===== src/rtl/y_isa_pkg.sv =====
// Shared MIPS subset encodings, ALU op codes and sequencer state type
// for the single-cycle datapath control.
package y_isa_pkg;

    localparam logic [5:0] OP_RTYPE = 6'h00;
    localparam logic [5:0] OP_LW    = 6'h23;
    localparam logic [5:0] OP_SW    = 6'h2B;
    localparam logic [5:0] OP_ADDI  = 6'h08;
    localparam logic [5:0] OP_BEQ   = 6'h04;
    localparam logic [5:0] OP_J     = 6'h02;

    localparam logic [5:0] FN_ADD = 6'h20;
    localparam logic [5:0] FN_SUB = 6'h22;
    localparam logic [5:0] FN_AND = 6'h24;
    localparam logic [5:0] FN_OR  = 6'h25;
    localparam logic [5:0] FN_SLT = 6'h2A;

    localparam logic [2:0] ALU_AND = 3'b000;
    localparam logic [2:0] ALU_OR  = 3'b001;
    localparam logic [2:0] ALU_ADD = 3'b010;
    localparam logic [2:0] ALU_SUB = 3'b110;
    localparam logic [2:0] ALU_SLT = 3'b111;

    typedef enum logic [1:0] {
        ST_IDLE = 2'd0,
        ST_RUN  = 2'd1,
        ST_DONE = 2'd2
    } seq_state_t;

    typedef struct packed {
        logic       reg_dst;
        logic       reg_write;
        logic       alu_src;
        logic       mem_read;
        logic       mem_write;
        logic       mem2reg;
        logic [2:0] op;
    } ctrl_t;

    // Safe "no side effects" control word used whenever nothing may retire.
    localparam ctrl_t CTRL_NOP = '{1'b0, 1'b0, 1'b0, 1'b0, 1'b0, 1'b0, ALU_ADD};

endpackage


===== src/rtl/y_decode.sv =====
// Combinational main decoder: instruction word to datapath controls,
// branch/jump flags, jump index and an illegal-encoding flag.
module y_decode
    import y_isa_pkg::*;
(
    input  logic [31:0] ins,
    output ctrl_t       ctrl,
    output logic        is_beq,
    output logic        is_j,
    output logic [25:0] jidx,
    output logic        illegal
);

    logic [5:0] opcode;
    logic [5:0] funct;

    assign opcode = ins[31:26];
    assign funct  = ins[5:0];
    assign jidx   = ins[25:0];

    always_comb begin
        ctrl    = CTRL_NOP;
        is_beq  = 1'b0;
        is_j    = 1'b0;
        illegal = 1'b0;
        case (opcode)
            OP_RTYPE: begin
                ctrl.reg_dst   = 1'b1;
                ctrl.reg_write = 1'b1;
                case (funct)
                    FN_ADD:  ctrl.op = ALU_ADD;
                    FN_SUB:  ctrl.op = ALU_SUB;
                    FN_AND:  ctrl.op = ALU_AND;
                    FN_OR:   ctrl.op = ALU_OR;
                    FN_SLT:  ctrl.op = ALU_SLT;
                    default: begin
                        ctrl    = CTRL_NOP;
                        illegal = 1'b1;
                    end
                endcase
            end
            OP_LW: begin
                ctrl.reg_write = 1'b1;
                ctrl.alu_src   = 1'b1;
                ctrl.mem_read  = 1'b1;
                ctrl.mem2reg   = 1'b1;
            end
            OP_SW: begin
                ctrl.alu_src   = 1'b1;
                ctrl.mem_write = 1'b1;
            end
            OP_ADDI: begin
                ctrl.reg_write = 1'b1;
                ctrl.alu_src   = 1'b1;
            end
            OP_BEQ: begin
                ctrl.op = ALU_SUB;
                is_beq  = 1'b1;
            end
            OP_J:    is_j = 1'b1;
            default: illegal = 1'b1;
        endcase
    end

endmodule


===== src/rtl/y_seq_ctrl.sv =====
// Sequencer for the single-cycle MIPS datapath: owns the PC, gates decoded
// controls to retiring cycles only, and halts after a fixed instruction budget.
module y_seq_ctrl
    import y_isa_pkg::*;
#(
    parameter logic [31:0] RESET_PC = 32'd128,
    parameter int          MAX_INSN = 43,
    parameter int          CNT_W    = 16
) (
    input  logic             clk,
    input  logic             rst_n,
    input  logic             start,
    input  logic             stall,
    input  logic [31:0]      ins,
    input  logic             zero,
    input  logic [31:0]      imm,
    output logic [31:0]      pc,
    output logic             RegDst,
    output logic             RegWrite,
    output logic             ALUSrc,
    output logic             MemRead,
    output logic             MemWrite,
    output logic             Mem2Reg,
    output logic [2:0]       op,
    output logic             running,
    output logic             done,
    output logic             illegal,
    output logic [CNT_W-1:0] retired
);

    localparam logic [CNT_W-1:0] MAX_CNT = CNT_W'(MAX_INSN);

    seq_state_t       state, state_nx;
    ctrl_t            dec_ctrl, ctrl_out;
    logic             dec_beq, dec_j, dec_illegal;
    logic [25:0]      jidx;
    logic             active, retire, reload;
    logic [31:0]      pc4, npc;
    logic [CNT_W-1:0] retired_inc;

    y_decode u_decode (
        .ins     (ins),
        .ctrl    (dec_ctrl),
        .is_beq  (dec_beq),
        .is_j    (dec_j),
        .jidx    (jidx),
        .illegal (dec_illegal)
    );

    assign active      = (state == ST_RUN) && !stall;
    assign retire      = active && !dec_illegal;
    assign reload      = (state != ST_RUN) && start;
    assign retired_inc = retired + CNT_W'(1);

    assign pc4 = pc + 32'd4;
    always_comb begin
        npc = pc4;
        if (dec_beq && zero)
            npc = pc4 + (imm << 2);
        else if (dec_j)
            npc = {pc4[31:28], jidx, 2'b00};
    end

    // Nothing reaches the register file or memory unless this cycle retires.
    assign ctrl_out = retire ? dec_ctrl : CTRL_NOP;
    assign RegDst   = ctrl_out.reg_dst;
    assign RegWrite = ctrl_out.reg_write;
    assign ALUSrc   = ctrl_out.alu_src;
    assign MemRead  = ctrl_out.mem_read;
    assign MemWrite = ctrl_out.mem_write;
    assign Mem2Reg  = ctrl_out.mem2reg;
    assign op       = ctrl_out.op;

    assign running = (state == ST_RUN);
    assign done    = (state == ST_DONE);

    always_comb begin
        state_nx = state;
        case (state)
            ST_IDLE, ST_DONE: begin
                if (start)
                    state_nx = (MAX_INSN == 0) ? ST_DONE : ST_RUN;
            end
            ST_RUN: begin
                if (active && (dec_illegal || retired_inc == MAX_CNT))
                    state_nx = ST_DONE;
            end
            default: state_nx = ST_IDLE;
        endcase
    end

    always_ff @(posedge clk or negedge rst_n) begin
        if (!rst_n) begin
            state   <= ST_IDLE;
            pc      <= RESET_PC;
            retired <= '0;
            illegal <= 1'b0;
        end else begin
            state <= state_nx;
            if (reload) begin
                pc      <= RESET_PC;
                retired <= '0;
                illegal <= 1'b0;
            end else if (retire) begin
                pc      <= npc;
                retired <= retired_inc;
            end else if (active) begin
                illegal <= 1'b1;
            end
        end
    end

endmodule


===== config.mk =====
export PLATFORM = sky130hd
export DESIGN_NAME = y_seq_ctrl
export DESIGN_NICKNAME = d
export VERILOG_FILES = /design/src/rtl/y_isa_pkg.sv /design/src/rtl/y_decode.sv /design/src/rtl/y_seq_ctrl.sv
export SDC_FILE = /design/constraint.sdc
export NUM_CORES = 1
export LEC_CHECK = 0
export CAP_MARGIN = 15
export CORE_MARGIN = 8
export CORE_UTILIZATION = 46
export DETAILED_ROUTE_END_ITERATION = 7
export HOLD_SLACK_MARGIN = 0.02
export PLACE_DENSITY = 0.8
export SKIP_LAST_GASP = 1
export SYNTH_ARGS = -nofsm -noshare
export SYNTH_HDL_FRONTEND = slang
export SYNTH_SLANG_ARGS = --single-unit

===== constraint.sdc =====
create_clock -name clk -period 3.45 [get_ports clk]
set_input_delay 0.5175 -clock clk [delete_from_list [all_inputs] [get_ports clk]]
set_output_delay 0.5175 -clock clk [all_outputs]
set_load 0.02 [all_outputs]

## After elaboration in Yosys (flattened, before gate mapping)

Index checks and enable logic that the tools add are counted.

| cells by class | value |
|---|---|
| add/subtract/negate cells | 3 |
| multipliers | 0 |
| divide/modulo/power cells | 0 |
| $lt $le $gt $ge | 0 |
| equal/unequal tests | 17 |
| shifts and indexed selects | 0 |
| mux-type cells | 26 |
| bitwise operators | 0 |
| reductions and logical operators | 19 |

Operators with widths:

| operator | number |
|---|---|
| $mux 32 | 3 |
| $eq 6x6->1 const B | 7 |
| $add 32x3->32 const B | 1 |
| $add 32x32->32 | 1 |
| $mux 16 | 2 |
| $mux 28 | 1 |
| $add 16x1->16 const B | 1 |
| $eq 16x6->1 const B | 1 |
| $pmux 1 s2 | 6 |
| $pmux 3 s4 | 1 |
| $reduce_or 5->1 | 2 |
| $mux 9 | 1 |
| $mux 1 | 7 |
| $eq 6x2->1 const B | 1 |
| $eq 6x3->1 const B | 1 |
| $eq 6x4->1 const B | 1 |
| $logic_not 6->1 | 1 |
| $mux 6 | 1 |
| $ne 2x1->1 const B | 3 |
| $pmux 3 s2 | 1 |
| $logic_and 1x1->1 | 5 |
| $mux 2 | 2 |
| $pmux 2 s2 | 1 |
| $reduce_and 2->1 | 2 |
| other kinds (9) | 12 |

| word-level totals | value |
|---|---|
| flip-flop bits (word level) | 51 |
| latch bits | 0 |
| bits in writable memories | 0 |
| memory bits (read-only) | 0 |
| bits of input ports | 69 |
| word-level logic and storage cells | 69 |
| memories kept | 0 |

## Depth between registers and ports, before layout

Gate-level depths: netlist of run 1.

| depth | value |
|---|---|
| depth after elaboration | 8 |
| mapped depth | 17 |
| depth with buffers taken out | 17 |

## By module

Synthesis of run 1 repeated with hierarchy kept, for this count alone.

| second synthesis, totals | value |
|---|---|
| cell total of the unflattened synthesis | 738 |
| area, all modules | 5611.6 µm² |

Modules (own cells, without submodules):

| module | instances | cells each | area an instance (µm²) |
|---|---|---|---|
| y_seq_ctrl | 1 | 679 | 5186.2 |
| y_decode | 1 | 59 | 425.4 |

## Worst setup path before layout of run 1

Ideal clock, no wire load.

| timing path | value |
|---|---|
| path type | flip-flop to flip-flop |
| from | register pc[7] |
| to | register pc[31] |
| library setup time | 124 ps |
| arrival | 3500 ps |
| required time | 3326 ps |
| setup slack | -174 ps |
| cell stages (with the launch flop) | 18 |
| buffers on the path | 0 |
| clock period less this slack | 3624 ps |
| path through | dfstp_2 and3_1 and4_1 and4_1 and2_1 nand2_1 xor2_1 inv_1 ha_1 a21o_1 a21o_1 a21oi_1 o21a_1 o311a_1 o211ai_2 xor2_1 and3_1 a211o_1 |

| on the way | value |
|---|---|
| longest elaborated chain between the ends | 5 |

RTL lines:

| item | line | RTL |
|---|---|---|
| start: declaration | y_seq_ctrl.sv:17 | `output logic [31:0] pc,` |
| start signal: assignment | y_seq_ctrl.sv:105 | `pc <= npc;` |
| $add 32x3->32 (*) | y_seq_ctrl.sv:55 | `assign pc4 = pc + 32'd4;` |
| $add 32x32->32 | y_seq_ctrl.sv:59 | `npc = pc4 + (imm << 2);` |
| $mux 32 (*) | y_seq_ctrl.sv:58 | `if (dec_beq && zero)` |
| $mux 32 (*) | y_seq_ctrl.sv:104 | `end else if (retire) begin` |
| $mux 32 (*) | y_seq_ctrl.sv:100 | `if (reload) begin` |

Mark *: on every way between the ends. The rest lies on a longest branch, timed or not. The select of a mux whose other input is x is not followed.
A chain may end at the register's enable or synchronous reset.

## Worst setup path in the final report of run 1

Ends and elaborated chain as after synthesis.

==> flow_metrics.py, run 1 <==
metrics = {
    "finish": {
        "design_area_sq_um": 7750,
        "syn2layout_area_growth_pct": 51.0,
        "register_area_sq_um": 1230,
        "diodes": 0,
        "multi_input_area_sq_um": 4070,
        "fillCellCount": 822,
        "final_cells": 1002,
        "drive_above_1_share_pct": 24.1,
        "nets": 968,
        "utilization_pct": 71.2,
    },
    "setup_path": {
        "crit_path_cell_trace": "and3_4 > and4_4 > and4_4 > buf_4 > nand2_1 > xnor2_2 > ha_1 > buf_4 > nand4_1 > or4_4 > o211ai_2 > xor2_1 > and3_1 > a211o_1",
        "cp.arrival_ns": 3.81,
        "crit_buf_inv": 2,
        "crit_type": "reg -> reg",
        "cpMaxStageDelayCell": "dfstp_2",
        "required_ns": 3.68,
        "cpPeakStageDelay_ns": 0.54,
        "path_delay_family": "simple AND/OR/NAND/NOR gates",
        "critPathLaunchType": "register",
        "crit_path_end_kind": "register",
        "critPathMaxFanout": 8,
    },
    "die": {
        "io_pins": 129,
        "die_y_um": 122,
        "rows": 38,
        "dieArea_sq_um": 14800,
        "start_util_pct": 47.2,
        "die_w_um": 122,
        "coreArea_sq_um": 10900,
    },
    "global_route": {
        "grt_pass1_wl_mm": 29.0,
        "grt_max_degree": 50,
        "grt_remaining_overflow": 0,
        "grt_usage_pct": 23.9,
        "grt_pass1_vias": 5949,
        "antenna_found_initial": 0,
    },
    "synth": {
        "postSynthAreaPerCell_sq_um": 7.94,
        "synthArstFlopShare_pct": 100,
        "synth_edf_count": 0,
        "synth_cell_type_count": 65,
        "yosysWarnings": 0,
        "syn_area_sq_um": 5130,
        "synth_flop_cell": "dfrtp_1",
        "ys_seq_area_share_pct": 23.9,
        "syn_inst": 647,
        "synth_seq_cells": 49,
    },
    "route": {
        "drt_iter0_drc": 564,
        "wl_per_cell_um": 18.6,
        "via_per_inst": 5.92,
        "dr.pass1.iters": 6,
        "drc": 0,
        "vias": 5935,
        "routed_wl_mm": 18.7,
        "ant_nets": 0,
    },
    "timing": {
        "relSlewSlack_pct": 31.1,
        "maxSlewViolCount": 0,
        "finalClockSkew_ns": 0.0146,
        "final.setup.tns_ns": -0.186,
        "rsz0062_at_grt": "true",
        "hold_viol_final": 0,
        "min_period_ns": 3.58,
        "tightest_slew_ns": 1.03,
        "finalSetupViolations": 2,
        "layout_setup_ws_ns": -0.133,
        "fmax_ghz": 0.279,
        "finalCritPeriodShare_pct": 104,
    },
    "cts": {
        "path_clk_slew_ns": 0.12,
        "tritoncts": "built",
        "clock_latency_ns": 0.33,
        "htreeDepth": 2,
        "clkSinkCount": 49,
        "tritoncts.num_buffers": 5,
        "root_buffer": "clkbuf_8",
        "clock_path_buffers": 2,
    },
    "status": {
        "status": "finished, violations left",
        "violations": "negative setup slack",
    },
    "place": {
        "dpl.cell_count": 971,
        "dp_hpwl_mm": 14.1,
        "place_area_sq_um": 7110,
        "routabilityCongestion": 0.972,
        "pre_cts_ws_ns": -0.177,
        "portBuffers": 124,
    },
    "pwr": {
        "peakVddDrop_mv": 0.187,
        "p_leak_uw": 0.00362,
        "p_per_area_nw_per_um2": 183,
    },
    "run": {
        "drv_cap": 0,
    },
    "min_path": {
        "hp-class": "in -> async",
    },
}
==> placed cells by master, fill, tap and decap left out, types with 6 or more instances in the layout <==
cell type        synthesis  routed
o21ai_1                 21      23
and2_1                   9       7
o21a_1                   6       6
a21o_1                  13      13
nand2_1                 68      66
ha_4                     0       7
xnor2_2                  0      11
xor2_1                  18      15
nand4_1                 18      18
xnor2_1                 38      27
nor2_1                  34      29
mux2i_1                 24      24
dfrtp_1                 48      46
a21oi_1                 41      27
a2bb2oi_1                6       6
o21ai_0                 59      56
nand3_1                 37      36
and3_1                  14      13
a21oi_2                  2      13
inv_1                   21      21
ha_1                    37      24
nor3_1                   9       7
clkdlybuf4s50_1          0     118
ha_2                     0       6
buf_4                    4     108
==> registers in the layout (all words and copies together), names as in the netlist <==
register	cells
pc	30
retired	16
state	2
illegal	1
==> Yosys cell counts, types with 6 or more instances <==
library cell  instances  share of area, %
nand2_1              68               5.0
o21ai_0              59               5.8
dfrtp_1              48                23
a21oi_1              41               4.0
xnor2_1              38               6.5
ha_1                 37               9.0
nand3_1              37               3.6
nor2_1               34               2.5
mux2i_1              24               4.7
inv_1                21               1.5
o21ai_1              21               2.0
nand4_1              18               2.2
xor2_1               18               3.1
and3_1               14               1.7
clkbuf_1             14               1.0
a21o_1               13               1.9
and2_1                9               1.1
nor3_1                9              0.88
buf_2                 8              0.78
a2bb2oi_1             6               1.0
and4_1                6               1.0
o21a_1                6              0.88
==> stage by stage <==
stage	power (uW)	hold WS [ns]
after floorplan	805	0.222
after global placement	997	0.468
after detailed placement	1010	0.495
after CTS	1400	0.245
after global routing	1480	0.274
final	1420	0.221
==> where the power goes <==
| group | total [uW] | switching [uW] | internal, uW |
|---|---|---|---|
| Clock | 394 | 241 | 152 |
| Combinational | 423 | 223 | 200 |
| Sequential | 599 | 11.5 | 588 |
| Total | 1420 | 476 | 940 |
==> routing by layer <==
layer	track usage (%)	up-vias	share of wire, %	wire length, um
met5	0	-	0	0
met2	41.0	260	49	9200
met4	7.32	0	2.4	451
li1	-	2805	-	-
met1	29.5	2832	41	7610
met3	4.95	38	7.5	1410
==> logic make-up (layout without fill, tap and decap cells) <==
| group | Yosys count | count (layout) | synth area share (%) |
|---|---|---|---|
| adders and majority gates | 38 | 38 | 9.41 |
| other | 1 | 2 | 0.0730 |
| muxes | 28 | 28 | 5.56 |
| DFF | 49 | 49 | 23.9 |
| xor gates and xnor gates | 56 | 56 | 9.55 |
| AOI/OAI and AO/OA | 204 | 204 | 25.5 |
| buffers and inverters | 51 | 265 | 4.36 |
| and+or+nand+nor | 220 | 220 | 21.7 |
==> worst reg2reg max path: stages (launching register included) <==
cell and delay (ns):
dfstp_2 0.54, and3_4 0.17, and4_4 0.23, and4_4 0.29, buf_4 0.13, nand2_1 0.09
xnor2_2 0.16, ha_1 0.33, buf_4 0.17, nand4_1 0.18, or4_4 0.52, o211ai_2 0.17
xor2_1 0.10, and3_1 0.17, a211o_1 0.26
==> final cells by class <==
type                            count  area share, %
Multi-Input combinational cell    548           52.5
Timing Repair Buffer              236           27.1
Sequential cell                    49           15.9
Tap cell                          140           2.26
Inverter                           21           1.02
Clock buffer                        5          0.888
Clock inverter                      3          0.371
==> final timing paths <==
| kind | slack [ns] | from | endpoint | cells after the start |
|---|---|---|---|---|
| max in group asynchronous | 2.47 | rst_n | pc[17]$_DFFE_PN0P_ | 2 |
| hold reg to reg | 0.52 | state[0]$_DFFE_PN0P_ | state[0]$_DFFE_PN0P_ | 1 |
| hold / removal | 0.22 | rst_n | retired[5]$_DFFE_PN0P_ | 1 |
| setup reg to reg | -0.13 | pc[7]$_DFFE_PN1P_ | pc[31]$_DFFE_PN0P_ | 14 |
| min in group clk | 0.52 | state[0]$_DFFE_PN0P_ | state[0]$_DFFE_PN0P_ | 1 |
| setup / recovery | -0.13 | pc[7]$_DFFE_PN1P_ | pc[31]$_DFFE_PN0P_ | 14 |
==> repair_timing <==
item / CTS / global route
gates resized for setup: 20 / 54
gates cloned: 0 / 0
hold buffers: 0 / 0
buffers inserted: 10 / 13
setup endpoints to repair: 12 / 15
pin swaps: 21 / 37
(Power assumes the default switching activity.)
==> run 2, diff against run 1 <==
--- a/config.mk
+++ b/config.mk
@@ -7,10 +7,10 @@
 export LEC_CHECK = 0
 export CAP_MARGIN = 15
 export CORE_MARGIN = 8
-export CORE_UTILIZATION = 46
+export CORE_UTILIZATION = 50
 export DETAILED_ROUTE_END_ITERATION = 7
 export HOLD_SLACK_MARGIN = 0.02
-export PLACE_DENSITY = 0.8
+export PLACE_DENSITY = 0.82
 export SKIP_LAST_GASP = 1
 export SYNTH_ARGS = -nofsm -noshare
 export SYNTH_HDL_FRONTEND = slang
==> constraint.sdc (replaced) <==
create_clock -name clk -period 3.8 [get_ports clk]
set_input_delay 0.57 -clock clk [delete_from_list [all_inputs] [get_ports clk]]
set_output_delay 0.57 -clock clk [all_outputs]
set_load 0.02 [all_outputs]
==> flow_metrics.py, run 2 (synthesis gave the netlist of run 1 again) <==
metrics = {
    "pwr": {
        "p_per_area_nw_per_um2": 182,
        "peakVddDrop_mv": 0.207,
        "p_leak_uw": 0.00317,
    },
    "finish": {
        "fillCellCount": 826,
        "mostFrequentLayoutCells": "120 x clkdlybuf4s50_1, 68 x nand2_1, 58 x o21ai_0",
        "final_cells": 933,
        "largestRegisters": "pc (30), retired (16), state (2)",
        "design_area_sq_um": 6890,
        "largest_reg_flops": 30,
        "multi_input_area_sq_um": 3720,
        "nets": 903,
        "drive_above_1_share_pct": 11.0,
        "syn2layout_area_growth_pct": 34.2,
        "diodes": 0,
        "final_common_cell": "clkdlybuf4s50_1",
        "register_area_sq_um": 1230,
        "largest-register": "pc",
    },
    "route": {
        "drc": 0,
        "routed_wl_mm": 16.8,
        "vias": 5577,
        "drt_iter0_drc": 372,
        "ant_nets": 0,
        "wl_per_cell_um": 18.0,
        "dr.pass1.iters": 8,
        "via_per_inst": 5.98,
    },
    "global_route": {
        "grt_pass1_vias": 5533,
        "antenna_found_initial": 0,
        "grt_pass1_wl_mm": 27.2,
        "grt_max_degree": 50,
        "grt_remaining_overflow": 0,
        "grt_usage_pct": 23.2,
    },
    "timing": {
        "finalClockSkew_ns": 0.0113,
        "rsz0062_at_grt": "true",
        "finalCritPeriodShare_pct": 97.4,
        "min_period_ns": 3.70,
        "hold_viol_final": 0,
        "finalSetupViolations": 0,
        "layout_setup_ws_ns": 0.100,
        "maxSlewViolCount": 0,
        "fmax_ghz": 0.270,
        "final.setup.tns_ns": 0,
        "relSlewSlack_pct": 56.8,
        "tightest_slew_ns": 0.646,
    },
    "die": {
        "rows": 37,
        "die_y_um": 117,
        "dieArea_sq_um": 13800,
        "start_util_pct": 50.6,
        "io_pins": 129,
        "coreArea_sq_um": 10100,
        "die_w_um": 117,
    },
    "cts": {
        "path_clk_slew_ns": 0.12,
        "clock_path_buffers": 2,
        "clkSinkCount": 49,
        "clock_latency_ns": 0.32,
        "tritoncts.num_buffers": 5,
        "root_buffer": "clkbuf_8",
        "tritoncts": "built",
        "htreeDepth": 2,
    },
    "setup_path": {
        "rr_endpoint": "pc[31]$_DFFE_PN0P_",
        "timing.rr.start": "pc[7]$_DFFE_PN1P_",
        "ff2ff_setup_slack_ns": 0.1,
        "critPathMaxFanout": 7,
        "required_ns": 4.02,
        "crit_type": "reg -> reg",
        "r2r_cells": 15,
        "startpoint": "pc[7]$_DFFE_PN1P_",
        "cp.arrival_ns": 3.92,
        "crit_path_end_kind": "register",
        "critPathLaunchType": "register",
    },
    "place": {
        "portBuffers": 124,
        "routabilityCongestion": 0.982,
        "dp_hpwl_mm": 13.0,
        "place_area_sq_um": 6760,
        "pre_cts_ws_ns": -0.0248,
        "dpl.cell_count": 925,
    },
    "run": {
        "drv_cap": 0,
    },
    "status": {
        "status": "complete, no violations",
    },
    "min_path": {
        "hp-class": "in -> async",
    },
}
[run 2: cell count changes in the layout (fill, tap and decap cells not counted), sizes merged]
cell / change
dlygate4sd2: -4
buf: -65
clkdlybuf4s50: +2
dlymetal6s2s: +2
[run 2: area by class of cell]
cell class / instances / area share, %
Inverter: 21 / 1.14
Clock buffer: 5 / 0.998
Multi-Input combinational cell: 548 / 54.0
Tap cell: 136 / 2.47
Timing Repair Buffer: 171 / 23.2
Sequential cell: 49 / 17.8
Clock inverter: 3 / 0.417
[run 2: repair_timing]
item	4_1_cts	5_1_grt
gates resized for setup	3	14
pin swaps	0	3
cloned	0	0
hold buffers	0	0
setup endpoints to repair	1	13
setup buffers	0	0
[run 2: per-stage QoR]
step,utilization (%),hold slack [ns],total power (uW)
after detailed placement,66.6,0.489,898
after global placement,66.6,0.468,889
after CTS,67.7,0.241,1250
after floorplan,-,0.274,730
after global routing,68.0,0.257,1300
final,68.0,0.219,1250
[run 2: report_power, final]
group	internal (uW)	switching, uW	total (uW)
logic	161	189	350
registers	533	11.9	545
clock network	139	219	358
[run 2: worst max path at each step]
stage / cells past startpoint / to / slack, ns
final: 15 / pc[31]$_DFFE_PN0P_ / 0.1
after floorplan: 17 / pc[31]$_DFFE_PN0P_ / 0.18
after CTS: 17 / pc[31]$_DFFE_PN0P_ / 0.05
after global routing: 17 / pc[31]$_DFFE_PN0P_ / -0.08
after detailed placement: 17 / pc[31]$_DFFE_PN0P_ / -0.02
after global placement: 17 / pc[31]$_DFFE_PN0P_ / 0.06
[run 2: per-layer routing]
metal	routed length, um	up-vias	global-route usage (%)
li1	-	2675	-
met1	7160	2659	28.3
met2	8270	220	40.6
met3	1090	23	4.08
met4	255	0	6.89
met5	0	-	0
[run 2: worst max-delay path, stage by stage (launching register included)]
cell and delay [ns]:
dfstp_2 0.54, and3_1 0.18, and4_4 0.26, and4_2 0.35, nand2_1 0.10, xnor2_1 0.16
ha_2 0.42, a21oi_1 0.08, and2_1 0.17, a22o_1 0.21, a31oi_4 0.25, a211o_1 0.18
o211ai_2 0.08, xor2_1 0.17, and3_1 0.18, a211o_1 0.27
